File: src/rtl/bist_pkg.sv
// Shared types and constants for the logic-BIST pattern generator.
package bist_pkg;

    localparam int BIST_WIDTH  = 36;
    localparam int LFSR_TAP_HI = 35;
    localparam int LFSR_TAP_LO = 24;

    localparam logic [BIST_WIDTH-1:0] BIST_DEFAULT_SEED = 36'h0_0000_0001;

    typedef enum logic [1:0] {
        IDLE = 2'd0,
        RUN  = 2'd1,
        DONE = 2'd2
    } bist_state_t;

endpackage

File: src/rtl/bist_lfsr36.sv
// 36-bit Fibonacci LFSR (x^36 + x^25 + 1) with seed load and shift enable.
// An all-zero seed is replaced by 1 so the register can never lock up.
module bist_lfsr36
    import bist_pkg::*;
(
    input  logic                  clk,
    input  logic                  rst,
    input  logic                  i_load,
    input  logic                  i_shift,
    input  logic [BIST_WIDTH-1:0] i_seed,
    output logic [BIST_WIDTH-1:0] o_q
);

    logic [BIST_WIDTH-1:0] r_q;
    logic [BIST_WIDTH-1:0] w_seed_eff;
    logic                  w_fb;

    assign w_seed_eff = (i_seed == '0) ? BIST_WIDTH'(1) : i_seed;
    assign w_fb       = r_q[LFSR_TAP_HI] ^ r_q[LFSR_TAP_LO];

    // Load has priority so a restart always begins from the seed.
    always_ff @(posedge clk or posedge rst) begin
        if (rst) begin
            r_q <= '0;
        end else if (i_load) begin
            r_q <= w_seed_eff;
        end else if (i_shift) begin
            r_q <= {r_q[BIST_WIDTH-2:0], w_fb};
        end
    end

    assign o_q = r_q;

endmodule

File: src/rtl/bist_tpg.sv
// BIST pattern generator and run controller; BIST_TPG_SEED_PORT_EN adds a
// seed_in port sampled on the start cycle in place of the SEED parameter.
//
// state | meaning
// IDLE  | mux deselected, waiting for start
// RUN   | one counted pattern per cycle, bist=1
// DONE  | run complete, done sticky until start or abort
module bist_tpg
    import bist_pkg::*;
#(
    parameter int                    WIDTH        = BIST_WIDTH,
    parameter logic [BIST_WIDTH-1:0] NUM_PATTERNS = 36'd1024,
    parameter logic [BIST_WIDTH-1:0] SEED         = BIST_DEFAULT_SEED,
    localparam int                   CNT_W        = $clog2({1'b0, NUM_PATTERNS} + 37'd1)
) (
    input  logic             clk,
    input  logic             rst,
    input  logic             start,
    input  logic             abort,
`ifdef BIST_TPG_SEED_PORT_EN
    input  logic [WIDTH-1:0] seed_in,
`endif
    output logic [WIDTH-1:0] pattern,
    output logic             pattern_valid,
    output logic             bist,
    output logic             done,
    output logic [CNT_W-1:0] pattern_cnt
);

    localparam logic [CNT_W-1:0] CNT_LAST = CNT_W'(NUM_PATTERNS - 36'd1);

    bist_state_t      r_state;
    bist_state_t      w_state_nxt;
    logic [CNT_W-1:0] r_cnt;
    logic             r_run;
    logic             r_done;
    logic             w_load;
    logic             w_shift;
    logic [WIDTH-1:0] w_seed;
    logic [WIDTH-1:0] w_lfsr_q;

`ifdef BIST_TPG_SEED_PORT_EN
    assign w_seed = seed_in;
`else
    assign w_seed = SEED;
`endif

    always_comb begin
        w_state_nxt = r_state;
        w_load      = 1'b0;
        case (r_state)
            IDLE: begin
                if (start && !abort) begin
                    w_state_nxt = RUN;
                    w_load      = 1'b1;
                end
            end
            RUN: begin
                if (abort) begin
                    w_state_nxt = IDLE;
                end else if (r_cnt == CNT_LAST) begin
                    w_state_nxt = DONE;
                end
            end
            DONE: begin
                if (abort) begin
                    w_state_nxt = IDLE;
                end else if (start) begin
                    w_state_nxt = RUN;
                    w_load      = 1'b1;
                end
            end
            default: w_state_nxt = IDLE;
        endcase
    end

    assign w_shift = (r_state == RUN);

    // Flags are registered from the next state so bist and pattern_valid
    // switch on the same edge as the pattern they qualify.
    always_ff @(posedge clk or posedge rst) begin
        if (rst) begin
            r_state <= IDLE;
            r_cnt   <= '0;
            r_run   <= 1'b0;
            r_done  <= 1'b0;
        end else begin
            r_state <= w_state_nxt;
            r_run   <= (w_state_nxt == RUN);
            r_done  <= (w_state_nxt == DONE);
            if (w_load) begin
                r_cnt <= '0;
            end else if (r_state == RUN) begin
                r_cnt <= r_cnt + CNT_W'(1);
            end
        end
    end

    bist_lfsr36 u_lfsr (
        .clk     (clk),
        .rst     (rst),
        .i_load  (w_load),
        .i_shift (w_shift),
        .i_seed  (w_seed),
        .o_q     (w_lfsr_q)
    );

    assign pattern       = w_lfsr_q;
    assign pattern_valid = r_run;
    assign bist          = r_run;
    assign done          = r_done;
    assign pattern_cnt   = r_cnt;

endmodule
File: config.mk
export PLATFORM = sky130hd
export DESIGN_NAME = bist_tpg
export DESIGN_NICKNAME = d
export VERILOG_FILES = /design/src/rtl/bist_pkg.sv /design/src/rtl/bist_lfsr36.sv /design/src/rtl/bist_tpg.sv
export SDC_FILE = /design/constraint.sdc
export NUM_CORES = 1
export LEC_CHECK = 0
export ABC_AREA = 0
export BUFFER_PORTS_ARGS = -buffer_cell sky130_fd_sc_hd__buf_4
export CORE_MARGIN = 4
export CORE_UTILIZATION = 55
export CTS_CLUSTER_SIZE = 28
export DETAILED_ROUTE_END_ITERATION = 10
export PLACE_DENSITY = 0.8
export SYNTH_ARGS = -nofsm -noshare
export SYNTH_HDL_FRONTEND = slang
export SYNTH_HIERARCHICAL = 1
export SYNTH_SLANG_ARGS = --single-unit
File: constraint.sdc
create_clock -name clk -period 2.94 [get_ports clk]
set_input_delay 0 -clock clk [delete_from_list [all_inputs] [get_ports clk]]
set_output_delay 0 -clock clk [all_outputs]
set_load 0.01 [all_outputs]
### Yosys cells after proc, flatten, opt, wreduce, memory -nomap -nowiden

Index checks and enable logic that the tools add are counted.

| storage, ports and cells | value |
|---|---|
| input bits | 4 |
| logic and storage cells | 30 |
| output and inout port bits | 50 |
| bits in registers | 51 |

| operators by class | value |
|---|---|
| reductions and logical operators | 4 |
| multiplexer cells | 14 |
| $add $sub $neg | 1 |
| eq/ne operators | 5 |
| bitwise gates (word level) | 1 |

Operators with widths:

| cell | number |
|---|---|
| $mux 36 | 2 |
| $mux 11 | 2 |
| $add 11x1->11 const B | 1 |
| $eq 11x10->1 const B | 1 |
| $mux 2 | 5 |
| $pmux 2 s3 | 1 |
| $eq 2x1->1 const B | 2 |
| $eq 2x2->1 const B | 2 |
| $mux 1 | 3 |
| $logic_not 2->1 | 1 |
| $pmux 1 s2 | 1 |
| $reduce_bool 2->1 | 1 |
| $logic_and 1x1->1 | 1 |
| $logic_not 1->1 | 1 |
| $xor 1x1->1 | 1 |

### Logic depth before layout (Yosys ltp)

Gate-level depths: netlist of run 1.

| depth | value |
|---|---|
| word-level depth | 5 |
| depth in mapped cells | 7 |
| mapped depth without buffers | 5 |

### Modules after synthesis

Netlist of run 1, hierarchy kept.

Modules (own cells, without submodules):

| module | cells an instance | sequential area each (sq um) | times used | area each (sq um) |
|---|---|---|---|---|
| bist_lfsr36 | 172 | 900.9 | 1 | 1,762.9 |
| bist_tpg | 73 | 375.4 | 1 | 779.5 |

### Worst setup path after synthesis of run 1

No wires, ideal clock.

| timing | value |
|---|---|
| path kind | register to register |
| start | reg r_state[0] |
| end | reg u_lfsr.r_q[17], in the netlist u_lfsr/o_q[17] |
| arrival | 1.572 ns |
| library setup time | 0.132 ns |
| period minus slack after synthesis | 1.704 ns |
| stages on the path, launching flop included | 7 |
| required time | 2.808 ns |
| buffers on the path | 3 |
| setup slack | 1.236 ns |
| cells stage by stage | dfrtp_1 > or3b_1 > buf_6 > inv_2 > buf_2 > clkbuf_1 > o21ai_1 |

| between the ends | value |
|---|---|
| cells in the longest elaborated chain, start to end | 3 |
| elaborated cells on any way between the ends | 6 |
| those cells by class | 2 x eq/ne; 2 x mux; 2 x reduce/logical |

RTL lines:

| item | line | source |
|---|---|---|
| start: declaration | bist_tpg.sv:32 | `bist_state_t r_state;` |
| start signal: assignment | bist_tpg.sv:88 | `r_state <= w_state_nxt;` |
| $eq 2x2->1 or $logic_not 2->1 (tied branches) | bist_tpg.sv:51 | `case (r_state)` |
| $pmux 1 s2 (*) | bist_tpg.sv:51 |  |
| named net w_load | bist_tpg.sv:37 | `logic w_load;` |
| $mux 36 or $reduce_bool 2->1 (tied branches) | - |  |
| end signal: assignment | bist_lfsr36.sv:26 | `r_q <= w_seed_eff;` |
| end signal: assignment | bist_lfsr36.sv:28 | `r_q <= {r_q[BIST_WIDTH-2:0], w_fb};` |
| end: declaration | bist_lfsr36.sv:14 | `logic [BIST_WIDTH-1:0] r_q;` |

The timed path passes the listed nets; every way through them passes the cells marked *.
A chain may end at the register's enable or synchronous reset.

### Worst setup path after layout of run 1

| timing | value |
|---|---|
| start | reg r_state[0] |
| end | reg u_lfsr.r_q[0], in the netlist u_lfsr/o_q[0] |

Same word-level chain as after synthesis.

==> results of run 1 <==
registers in the layout, summed over array words and instances (netlist names):
name / cells
bist: 1
pattern_cnt: 11
r_state: 2
u_lfsr/o_q: 36
done: 1
cell usage in the layout, fill, tap and decap left out, types with 4 or more instances in the layout:
master    netlist  layout
conb_1          2      71
buf_4           2      58
dfrtp_1        51      51
nand2_1        43      43
mux2i_1        37      37
o21ai_1        20      20
o21ai_0        18      18
clkbuf_8        0       6
inv_1           6       5
nor4_1          5       5
nor4_2          5       5
nor2_1          4       4
cell families (layout without fill, tap and decap cells):
family	Yosys count	in the layout	share of synthesized area, %
and+or+nand+nor	79	79	17.9
AOI/OAI and AO/OA	52	52	11.5
DFF	51	51	50.2
muxes	37	37	14.6
buffers and inverters	21	75	4.38
other	2	71	0.295
xor gates and xnor gates	2	2	0.689
adders and majority gates	1	1	0.492
area by class of cell:
type	instances	area (um^2)	area share, %
clock inverters	1	8.76	0.263
inverters	7	26.3	0.789
multi-input cells	242	1410	42.4
repair buffers	60	455	13.7
clock buffers	7	86.3	2.59
well taps	52	65.1	1.95
flip-flops and latches	51	1280	38.3
what timing repair did:
action / 4_1_cts / 5_1_grt
hold buffers: 2 / 0
setup endpoints to repair: 0 / 0
buffers inserted: 0 / 0
hold endpoints to repair: 53 / 0
critical path, stage by stage, from the launching register on:
cell and delay, ps:
dfrtp_1 430, or3b_1 580, inv_2 360, buf_4 320, a211o_1 130, o311ai_1 90
per-layer routing:
layer  vias up  global-route usage [%]  wire (um)
li1       1045                       -          -
met1       966                    24.9       2240
met2        52                    31.5       2550
met3         6                    5.44        288
met4         0                    7.30         74
met5         -                       0          0
final timing paths:
path                                       startpoint                    endpoint  slack, ps  cells past startpoint
hold reg to reg            pattern_cnt[8]$_DFFE_PP0P_  pattern_cnt[8]$_DFFE_PP0P_        560                      1
min in group asynchronous                         rst  pattern_cnt[5]$_DFFE_PP0P_        300                      3
hold / removal                                  start              done$_DFF_PP0_         10                      3
max in group asynchronous                         rst   u_lfsr/o_q[1]$_DFFE_PP0P_       2250                      4
setup / recovery                 r_state[0]$_DFF_PP0_   u_lfsr/o_q[0]$_DFFE_PP0P_        900                      5
setup reg to reg                 r_state[0]$_DFF_PP0_   u_lfsr/o_q[0]$_DFFE_PP0P_        900                      5
cell usage after synthesis (2+ instances only):
cell	n	area share, %
dfrtp_1	51	50
nand2_1	43	6.3
mux2i_1	37	15
o21ai_1	20	3.9
o21ai_0	18	3.5
clkbuf_1	7	1.0
inv_1	6	0.89
nor4_1	5	1.2
nor4_2	5	2.5
nor2_1	4	0.59
a21oi_1	3	0.59
buf_6	3	1.3
nand3_1	3	0.59
nand4_1	3	0.74
o31ai_1	3	0.89
or3_1	3	0.74
a21o_1	2	0.59
buf_2	2	0.39
buf_4	2	0.59
conb_1	2	0.30
nand2b_1	2	0.49
nor2b_1	2	0.49
nor3_1	2	0.39
o311ai_1	2	0.69
xnor2_1	2	0.69
power by group through the flow:
stage	combinational [mW]	clock, mW	sequential, mW
6_report	0.789	0.417	1.08
5_1_grt	0.889	0.468	1.12
4_1_cts	0.800	0.433	1.09
3_5_place_dp	0.795	0	1.10
3_3_place_gp	0.774	0	1.09
2_1_floorplan	0.336	0	1.15
==> flow_summary.json, run 1 <==
{
  "status": "finished, final reports clean",
  "drive_gt1_share_pct": 20.7,
  "cap_viol_max_count": 0,
  "path_class": "register to register",
  "portBuffers": 53,
  "period_share_pct": 69.4,
  "drt-initial-drc-count": 140,
  "skew_ps": 12.5,
  "diodes": 0,
  "p_clk_share_pct": 18.2,
  "crit_fanout": 25,
  "cts_buffer_depth": 2,
  "syn_avg_cell_area_um2": 10.4,
  "dieArea_um2": 5770,
  "cts-resized-gates": 0,
  "cts_sinks": 51,
  "vias": 2069,
  "async_flop_share_pct": 100,
  "worstPathRequired_ps": 3110,
  "wl_um": 5150,
  "slew_headroom_pct": 62.4,
  "setup_violations": 0,
  "p_leak_nw": 1.64,
  "fillerInstances": 342,
  "switching_share_pct": 34.5,
  "syn_to_final_growth_pct": 31.1,
  "start_util_pct": 57.6,
  "drt-pass1-iter-count": 5,
  "ir_drop_uv": 466,
  "finalCriticalPeriod_ps": 2040,
  "ys.flop_type": "dfrtp_1",
  "die_x_um": 76.0,
  "yosysUniqueCellTypes": 38,
  "grt.overflow.total": 0,
  "io_pins": 54,
  "tns_ps": 0,
  "endpoint_kind": "register",
  "hp-class": "input port to register",
  "grtUsageTotal_pct": 19.5,
  "fp.coreArea_um2": 4410,
  "finalInstanceArea_um2": 3330,
  "rsz0062_at_grt": "no",
  "antenna_found_initial": 0,
  "cts_root_buf": "clkbuf_8",
  "max_freq_mhz": 490,
  "vias_per_cell": 4.93,
  "drc_errors": 0,
  "power.internal_mw": 1.50,
  "clk_latency_ps": 300,
  "max_slew.worst_pin.slew_ps": 564,
  "ant_nets": 0,
  "cts_max_level": 2,
  "synth-edff-count": 0,
  "cp.arrival_ps": 2210,
  "synth-seq-cells": 51,
  "synth_cells": 245,
  "fin_ws_ps": 900,
  "path_clk_slew_ps": 80,
  "synth-seq-area-share_pct": 50.2,
  "grt_max_degree": 37,
  "place_congestion": 0.766,
  "wl_per_cell_um": 12.3,
  "cts_tree": "built",
  "placedCellCount": 410,
  "slew_violations": 0,
  "place_area_um2": 3220,
  "p_seq_share_pct": 47.3,
  "power.density_nw_per_um2": 688,
  "nets": 372,
  "start_kind": "register",
  "fin_util_pct": 75.5,
  "power_frac_comb_pct": 34.4,
  "dp_hpwl_um": 3740,
  "timing_hold_violations_final": 0,
  "grt_pass1_vias": 1958,
  "finalPower_mw": 2.29,
  "yosysWarnings": 6,
  "fin_cells": 420,
  "synth_area_um2": 2540,
  "whs_ps": 10.9,
  "die_h_um": 76.0,
  "grt_pass1_wl_um": 9270,
  "p_sw_mw": 0.789,
  "cts_made_buffers": 5,
  "dp_slack_ps": 926,
  "rows": 24
}
(Power assumes the default switching activity.)
==> run 2: changes to the inputs <==
Settings changed: CORE_UTILIZATION 55 to 49, PLACE_DENSITY 0.8 to 0.76.
Clock period 2.94 ns to 1.8 ns, I/O delays scaled along.
==> run 2 against run 1 <==
Wire length rose by 5.1%. Sequential share of layout area decreased by 1.3 points. Combinational power is 67% higher. Global-route usage is 1.4 points lower. Sequential power up 65%. Non-clock buffer count rose by 3. Clock skew fell by 1.6 ps. First-iteration DRC count grew 7.9%. Utilization down 4.9 points. Total power up 77%. Critical path type unchanged. Largest power group unchanged.
==> flow_summary.json, run 2 (synthesis gave the netlist of run 1 again) <==
{
  "status": "finished, final reports clean",
  "slew_violations": 0,
  "io_pins": 54,
  "whs_ps": 5.54,
  "fp.coreArea_um2": 4880,
  "grt_max_degree": 40,
  "final_common_cell": "conb_1",
  "p_leak_nw": 1.69,
  "drt-pass1-iter-count": 4,
  "cp.arrival_ps": 1840,
  "cts-resized-gates": 0,
  "path_clk_slew_ps": 100,
  "cts_made_buffers": 5,
  "drive_gt1_share_pct": 21.6,
  "skew_ps": 10.9,
  "dp_hpwl_um": 3790,
  "die_h_um": 80.0,
  "wl_per_cell_um": 12.4,
  "drc_errors": 0,
  "multiInputGateArea_um2": 1410,
  "finalCriticalPeriod_ps": 1640,
  "seq_area_um2": 1280,
  "cts_sinks": 51,
  "cts_tree": "built",
  "dp_slack_ps": 152,
  "fillerInstances": 410,
  "period_share_pct": 91.0,
  "grtUsageTotal_pct": 18.1,
  "finalPower_mw": 4.05,
  "dieArea_um2": 6400,
  "vias_per_cell": 4.73,
  "vias": 2071,
  "ant_nets": 0,
  "placedCellCount": 427,
  "grt_pass1_wl_um": 9100,
  "power.density_nw_per_um2": 1170,
  "post_cts_buffers": 0,
  "fin_cells": 438,
  "rows": 25,
  "slew_headroom_pct": 61.1,
  "cts_max_level": 2,
  "fin_util_pct": 70.6,
  "nets": 375,
  "timing_hold_violations_final": 0,
  "finalInstanceArea_um2": 3440,
  "place_congestion": 0.748,
  "grt_pass1_vias": 1968,
  "cts_buffer_depth": 2,
  "crit_fanout": 20,
  "start_util_pct": 52.1,
  "setup_violations": 0,
  "worstPathRequired_ps": 2000,
  "tns_ps": 0,
  "ir_drop_uv": 799,
  "max_freq_mhz": 611,
  "clk_latency_ps": 310,
  "cts_root_buf": "clkbuf_8",
  "start_kind": "register",
  "largest_reg_flops": 36,
  "cap_viol_max_count": 0,
  "path_class": "register to register",
  "wl_um": 5410,
  "die_x_um": 80.0,
  "portBuffers": 53,
  "syn_to_final_growth_pct": 35.5,
  "rsz0062_at_grt": "no",
  "max_slew.worst_pin.slew_ps": 583,
  "place_area_um2": 3260,
  "fin_ws_ps": 163,
  "hp-class": "input port to register",
  "endpoint_kind": "register",
  "drt-initial-drc-count": 151,
  "grt.overflow.total": 0,
  "diodes": 0,
  "antenna_found_initial": 0,
  "final_cell_mix": "conb_1, buf_4, dfrtp_1"
}
==> run 2: cell count changes in the layout (fill, tap and decap cells not counted), sizes merged <==
cell / change
buf: +2
bufinv: +2
clkbuf: -1
clkinv: -1
clkinvlp: +1
==> run 2: critical path: stages, from the launching register on <==
cell      delay (ps)
dfrtp_1          430
or2b_1           340
inv_2            150
buf_12           190
nor2_1            60
a211o_1          260
o311ai_1          90
==> run 2: metal layers <==
| layer | wire length (um) | GRT usage (%) |
|---|---|---|
| met5 | 0 | 0 |
| met1 | 2440 | 23.5 |
| met2 | 2620 | 30.3 |
| met3 | 301 | 4.40 |
| met4 | 58 | 4.56 |
==> run 2: layout make-up <==
type | instances | area share, %
Clock buffer | 5 | 2.00
Clock inverter | 3 | 1.96
Inverter | 7 | 0.763
Multi-Input combinational cell | 242 | 41.0
Sequential cell | 51 | 37.1
Tap cell | 67 | 2.43
Timing Repair Buffer | 63 | 14.7
==> run 2: where the power goes <==
group,total [mW],internal (mW),switching (mW)
clock network,0.947,0.554,0.393
registers,1.78,1.46,0.314
logic,1.32,0.694,0.627
==> run 2: final timing paths <==
kind / from / endpoint / slack, ps / cells past startpoint
worst max-delay path: r_state[0]$_DFF_PP0_ / u_lfsr/o_q[0]$_DFFE_PP0P_ / 160 / 6
worst min-delay path: start / done$_DFF_PP0_ / 6 / 3
worst max register to register: r_state[0]$_DFF_PP0_ / u_lfsr/o_q[0]$_DFFE_PP0P_ / 160 / 6
worst min register to register: pattern_cnt[9]$_DFFE_PP0P_ / pattern_cnt[9]$_DFFE_PP0P_ / 570 / 2
max in group asynchronous: rst / u_lfsr/o_q[26]$_DFFE_PP0P_ / 1100 / 4
min in group asynchronous: rst / pattern_cnt[4]$_DFFE_PP0P_ / 310 / 3
==> run 2: repair_timing <==
| action | in CTS | in global routing |
|---|---|---|
| endpoints found under the hold margin | 53 | 0 |
| endpoints found under the setup margin | 0 | 1 |
| hold buffers | 2 | 0 |
